===== config.mk =====
export PLATFORM = sky130hd
export DESIGN_NAME = pc_stage
export DESIGN_NICKNAME = d
export VERILOG_FILES = /design/src/rtl/pc_stage.sv
export SDC_FILE = /design/constraint.sdc
export NUM_CORES = 1
export LEC_CHECK = 0
export CAP_MARGIN = 15
export CELL_PAD_IN_SITES_DETAIL_PLACEMENT = 0
export CELL_PAD_IN_SITES_GLOBAL_PLACEMENT = 1
export CORE_ASPECT_RATIO = 0.6
export CORE_UTILIZATION = 33
export DETAILED_ROUTE_END_ITERATION = 10
export GPL_ROUTABILITY_DRIVEN = 0
export PLACE_DENSITY = 0.95
export SLEW_MARGIN = 25
export SYNTH_ARGS = -nofsm -noshare
export SYNTH_HDL_FRONTEND = slang
export SYNTH_SLANG_ARGS = --single-unit

===== constraint.sdc =====
create_clock -name clk -period 5.3 [get_ports clk]
set_input_delay 1.59 -clock clk [delete_from_list [all_inputs] [get_ports clk]]
set_output_delay 1.59 -clock clk [all_outputs]
set_load 0.01 [all_outputs]

===== src/rtl/pc_stage.sv =====
// Fetch PC generation with an optional gshare/BTB predictor and the PC/IF pipeline register.
// Define PC_STAGE_BRANCH_PREDICT_EN to build the predictor; otherwise fetch is purely sequential.
module pc_stage #(
    parameter int          GHR_WIDTH       = 5,
    parameter int          BTB_INDEX_WIDTH = 6,
    parameter logic [31:0] RESET_PC        = 32'hBFC00000
) (
    input  logic                 clk,
    input  logic                 rst,
    input  logic                 is_branch_in,
    input  logic                 is_jump_in,
    input  logic                 is_taken_in,
    input  logic                 is_miss_in,
    input  logic [GHR_WIDTH-1:0] last_pht_index,
    input  logic [31:0]          inst_pc,
    input  logic [31:0]          target_in,
    input  logic                 flush,
    input  logic [31:0]          exc_pc,
    input  logic                 stall,
    output logic                 is_branch_taken,
    output logic [GHR_WIDTH-1:0] pht_index_out,
    output logic [31:0]          pc_out,
    output logic                 if_is_branch_taken,
    output logic [GHR_WIDTH-1:0] if_pht_index,
    output logic [31:0]          if_pc
);

    logic [31:0]          pc_q;
    logic [31:0]          pc_next;
    logic                 predict_taken;
    logic [GHR_WIDTH-1:0] lookup_index;
    logic [31:0]          predict_target;

    assign pc_out          = pc_q;
    assign is_branch_taken = predict_taken;
    assign pht_index_out   = lookup_index;

`ifdef PC_STAGE_BRANCH_PREDICT_EN
    localparam int PHT_DEPTH = 2 ** GHR_WIDTH;
    localparam int BTB_DEPTH = 2 ** BTB_INDEX_WIDTH;
    localparam int TAG_WIDTH = 30 - BTB_INDEX_WIDTH;

    logic [GHR_WIDTH-1:0]       ghr;
    logic [1:0]                 pht [PHT_DEPTH];
    logic [BTB_DEPTH-1:0]       btb_valid;
    logic [BTB_DEPTH-1:0]       btb_jump;
    logic [TAG_WIDTH-1:0]       btb_tag [BTB_DEPTH];
    logic [31:0]                btb_target [BTB_DEPTH];

    logic [BTB_INDEX_WIDTH-1:0] fetch_slot;
    logic [BTB_INDEX_WIDTH-1:0] update_slot;
    logic                       btb_hit;
    logic [1:0]                 fetch_counter;
    logic [1:0]                 update_counter;
    logic [1:0]                 update_counter_next;
    logic                       pht_update;
    logic                       btb_update;

    // Lookup reads only registered state, so a same-cycle update is seen one cycle later.
    assign fetch_slot     = pc_q[BTB_INDEX_WIDTH+1:2];
    assign lookup_index   = ghr ^ pc_q[GHR_WIDTH+1:2];
    assign btb_hit        = btb_valid[fetch_slot] &&
                            (btb_tag[fetch_slot] == pc_q[31:BTB_INDEX_WIDTH+2]);
    assign fetch_counter  = pht[lookup_index];
    assign predict_taken  = btb_hit && (btb_jump[fetch_slot] || fetch_counter[1]);
    assign predict_target = btb_target[fetch_slot];

    assign update_slot    = inst_pc[BTB_INDEX_WIDTH+1:2];
    assign update_counter = pht[last_pht_index];
    assign pht_update     = is_branch_in && !is_jump_in;
    assign btb_update     = is_branch_in && is_taken_in;

    always_comb begin
        update_counter_next = update_counter;
        if (is_taken_in) begin
            if (update_counter != 2'd3) update_counter_next = update_counter + 2'd1;
        end else begin
            if (update_counter != 2'd0) update_counter_next = update_counter - 2'd1;
        end
    end

    always_ff @(posedge clk) begin
        if (!rst) begin
            ghr       <= '0;
            btb_valid <= '0;
            for (int i = 0; i < PHT_DEPTH; i++) pht[i] <= 2'b01;
        end else begin
            if (pht_update) begin
                pht[last_pht_index] <= update_counter_next;
                ghr                 <= {ghr[GHR_WIDTH-2:0], is_taken_in};
            end
            if (btb_update) btb_valid[update_slot] <= 1'b1;
        end
    end

    // Payload fields are qualified by btb_valid and need no reset.
    always_ff @(posedge clk) begin
        if (btb_update) begin
            btb_tag[update_slot]    <= inst_pc[31:BTB_INDEX_WIDTH+2];
            btb_target[update_slot] <= target_in;
            btb_jump[update_slot]   <= is_jump_in;
        end
    end
`else
    localparam int unused_btb_index_width = BTB_INDEX_WIDTH;
    logic unused_predictor_inputs;

    assign unused_predictor_inputs = ^{is_branch_in, is_jump_in, last_pht_index};
    assign predict_taken  = 1'b0;
    assign lookup_index   = '0;
    assign predict_target = '0;
`endif

    always_comb begin
        pc_next = pc_q + 32'd4;
        if (flush) begin
            pc_next = exc_pc;
        end else if (is_miss_in) begin
            pc_next = is_taken_in ? target_in : inst_pc + 32'd4;
        end else if (stall) begin
            pc_next = pc_q;
        end else if (predict_taken) begin
            pc_next = predict_target;
        end
    end

    always_ff @(posedge clk) begin
        if (!rst) begin
            pc_q <= RESET_PC;
        end else begin
            pc_q <= pc_next;
        end
    end

    always_ff @(posedge clk) begin
        if (!rst || flush) begin
            if_is_branch_taken <= 1'b0;
            if_pht_index       <= '0;
            if_pc              <= '0;
        end else if (!stall) begin
            if_is_branch_taken <= predict_taken;
            if_pht_index       <= lookup_index;
            if_pc              <= pc_q;
        end
    end

endmodule


==> results by group <==
Run status
  – Outcome: finished, final reports clean

Clock tree
  – Total number of clock tree sinks: 64
  – Postcts setup bufs: 0
  – Hold buffer count at CTS: 0
  – H-tree level count: 3
  – Post-cts gate resize count: 0
  – Maximum root-to-sink buffer count: 2
  – Total CTS buffers: 9
  – Clock insertion delay at the later pin of the skew report: 0.33 ns
  – TritonCTS clock tree: done
  – Clock tree root buffer cell: clkbuf_16
  – Clock-pin slew on the worst setup and hold paths: 0.05 ns

Yosys
  – Avg Synthesized Cell Area: 7.93 sq um
  – Yosys warnings: 0
  – Number of standard cells after synthesis: 540
  – Flip-flop and latch count after synthesis: 64
  – Ys async rst share: 0%
  – EDFF count, synth: 0
  – Number of distinct library cell variants in the gate-level netlist after synthesis: 69
  – Mapped cell area: 4280 sq um
  – Leading register cell type out of synthesis: dfxtp_1
  – Share of synthesized area occupied by flip-flops and latches: between 20% and 30%

STA
  – Worst-case clock skew: 0.00940 ns
  – Setup ws final: 1.32 ns
  – Relative slew slack: 38.5%
  – Number of failing setup endpoints in the final timing report: 0
  – Max-slew violation count: 0
  – Final sum of negative setup slack: 0 ns
  – Final worst path period need: 3.98 ns
  – Final Hold Slack: 0.452 ns
  – Setup repair after global routing missed its margin: false
  – Final Hold Fails: 0
  – Ratio of final minimum period to clock period: 75.0%
  – Timing-limited maximum frequency: 251 MHz
  – Transition time of the tightest slew-check pin: 0.920 ns

Setup path
  – WP buf/inv: 2
  – Worst-path fanout max: 21
  – Startpoint of the worst register-to-register path: pc_out[3]
  – Longest individual stage delay on the worst path: 1.01 ns
  – Worst Setup Path Type: in -> reg
  – Worst setup slack for register-to-register paths: 3.06 ns
  – Cell family with most CP delay: buffers and inverters
  – Startpoint Class: input port
  – Endpoint of the worst register-to-register path: pc_out[22]
  – Arrival time at the worst endpoint: between 4 and 5 ns
  – Slowest cell on the critical path: clkdlybuf4s50_1
  – Data required time at the worst endpoint: 5.54 ns
  – CP Cell Sequence: clkdlybuf4s50_1 > nor2_1 > buf_4 > nand2_1 > o21ai_0 > or2_2 > o22ai_1
  – Crit end category: flop
  – Reg2reg path depth: 7

Routing
  – DRC violations left: 0
  – Antenna violation net count after detailed routing: 0
  – Detailed Route WL: 15300 um
  – DR vias/cell: 5.45
  – Final routed wire length divided by cell count: ~18 um
  – Initial DRT Pass Iterations: 4
  – Detailed Route Iter0 Violations: 337
  – Routed via count: 4672

Place
  – Placed cell count: ~840
  – Input/output buffers: 165
  – Sum of net half-perimeters after detailed placement: 11600 um
  – Pre-CTS setup slack: 1.10 ns

Flow run
  – MaxCap Viol Count: 0

Floorplan
  – Die Wd: 149 um
  – Number of placement rows: 31
  – Area of the placeable core: 12300 sq um
  – Number of top-level design ports: 185
  – Die Span Y: 90.2 um
  – Effective utilization at floorplan: 34.7%
  – Die ar.: 13400 sq um

Hold path
  – Hold Startpoint: if_pc[9]
  – Worst Hold Path EP: if_pc[9]
  – Kind of path behind the tightest hold check: reg -> reg
  – Number of cells on the worst hold path: 2

Finish
  – Utilization of the core after routing: 51.1%
  – Filler-free cell count of the finished design: 857
  – Nets@finish: around 800
  – Count of filler cells inserted in the layout: 1157
  – Number of diodes added for antenna fixing: 0
  – Area growth from synthesis to layout: 47.4%
  – Share of post-route cells with drive strength above 1: 7.23%

Global routing
  – Total GRT Usage: between 20% and 30%
  – Initial antenna violation count: 0
  – Global-route wire length before repair: 23700 um
  – Global-route congestion overflow total: 0
  – Number of global-route vias before repair: 4448
  – Largest net degree at the start of global routing: 41

Power and ir drop
  – Leakage power: between 2 and 2.5 nW
  – Power density cells: 235 nW/um^2
  – Max VDD drop: 166 uV
==> metrics by stage <==
stage	instance area [sq um]	total power, mW
2_1_floorplan	4320	0.705
3_3_place_gp	6000	0.876
3_5_place_dp	6000	0.884
4_1_cts	6310	1.49
5_1_grt	6310	1.55
6_report	6310	1.48
==> flip-flops by register name, summed over array words and instances, names as in the netlist <==
signal  flops
if_pc      32
pc_out     32
==> worst register-to-register path, cell delays in order, from the launching register on <==
cell	delay, ns
dfxtp_1	0.43
ha_1	0.22
and3_1	0.26
nand4_2	0.32
nor3_1	0.37
xor2_1	0.11
a221oi_1	0.27
o21ai_0	0.13
==> metal layers <==
layer / vias to the layer above / global-route usage (%) / part of all wire [%]
met3: 15 / 7.87 / 9.7
met2: 192 / 36.2 / 45
met4: 0 / 3.91 / 0.83
met1: 2234 / 29.3 / 45
met5: - / 0 / 0
li1: 2231 / - / -
==> synthesized netlist by cell type, types with 4 or more instances <==
library cell / n / area share (%)
nor3_1: 11 / 1.3
nand2b_1: 13 / 1.9
and4_1: 5 / 1.0
o21ai_0: 34 / 4.0
nor2_1: 56 / 4.9
buf_1: 5 / 0.44
nand3_1: 22 / 2.6
a22oi_1: 4 / 0.70
o211ai_1: 9 / 1.6
nor4_2: 4 / 1.2
dfxtp_1: 64 / 30
a21oi_1: 33 / 3.9
a221oi_1: 5 / 1.0
clkbuf_1: 26 / 2.3
or3_1: 6 / 0.88
a31oi_1: 4 / 0.58
xor2_1: 15 / 3.1
buf_2: 4 / 0.47
mux2i_1: 31 / 7.2
and3_1: 6 / 0.88
nor4_1: 4 / 0.58
buf_4: 13 / 2.3
o221ai_1: 6 / 1.2
inv_1: 8 / 0.70
nand4_1: 13 / 1.9
a211oi_1: 4 / 0.70
xnor2_1: 27 / 5.5
nand2_1: 46 / 4.0
nand4_2: 4 / 1.2
==> layout make-up <==
class                      count  area, sq um  area share (%)
clock inverter                 5         55.1           0.873
inverter                       9         33.8           0.536
sequential                    64         1280            20.3
multi-input combinational    430         2770            44.0
timing repair buffer         173         1710            27.1
clock buffer                  11          253            4.01
tap                          165          206            3.27
==> power by group <==
| part | internal, mW | switching, mW | total, mW |
|---|---|---|---|
| Clock | 0.388 | 0.218 | 0.605 |
| Combinational | 0.177 | 0.154 | 0.331 |
| Sequential | 0.509 | 0.0384 | 0.547 |
==> logic make-up (layout without fill, tap and decap cells) <==
group	count (synthesis)	in the layout	share of synthesized area [%]
compound gates	132	132	20.3
xor+xnor	42	42	8.59
fa+ha+maj	2	2	0.585
buf+inv	57	198	6.26
flops	64	64	29.9
mux	32	32	7.51
other cells	1	12	0.0876
simple gates	210	210	26.7
==> worst max-delay path by stage <==
stage,to,slack [ns],cells past startpoint,from
2_1_floorplan,pc_out[31],2.21,8,inst_pc[10]
3_3_place_gp,pc_out[30],1.22,7,flush
3_5_place_dp,pc_out[30],1.10,7,flush
4_1_cts,pc_out[30],1.37,7,flush
5_1_grt,pc_out[30],1.11,7,flush
6_report,pc_out[30],1.32,7,flush
==> cells in the final DEF (no fill, tap or decap), drive strengths merged, types with 3 or more instances in the layout <==
cell type / n
nand2b: 13
o221ai: 6
a211oi: 4
o31ai: 3
nor3: 12
buf: 9
xor2: 15
or3: 6
nand2: 46
and4: 5
clkinv: 3
a22oi: 4
nor2: 57
a21oi: 33
o21ai: 36
nand4: 18
dfxtp: 64
o22ai: 3
o211ai: 10
and3: 6
nor4: 9
nor2b: 3
conb: 12
or2: 4
a31oi: 4
nand3: 24
clkbuf: 11
and2: 3
mux2i: 31
a221oi: 6
inv: 8
clkdlybuf4s50: 164
xnor2: 27
No activity file was read; power rests on OpenSTA's default activity.
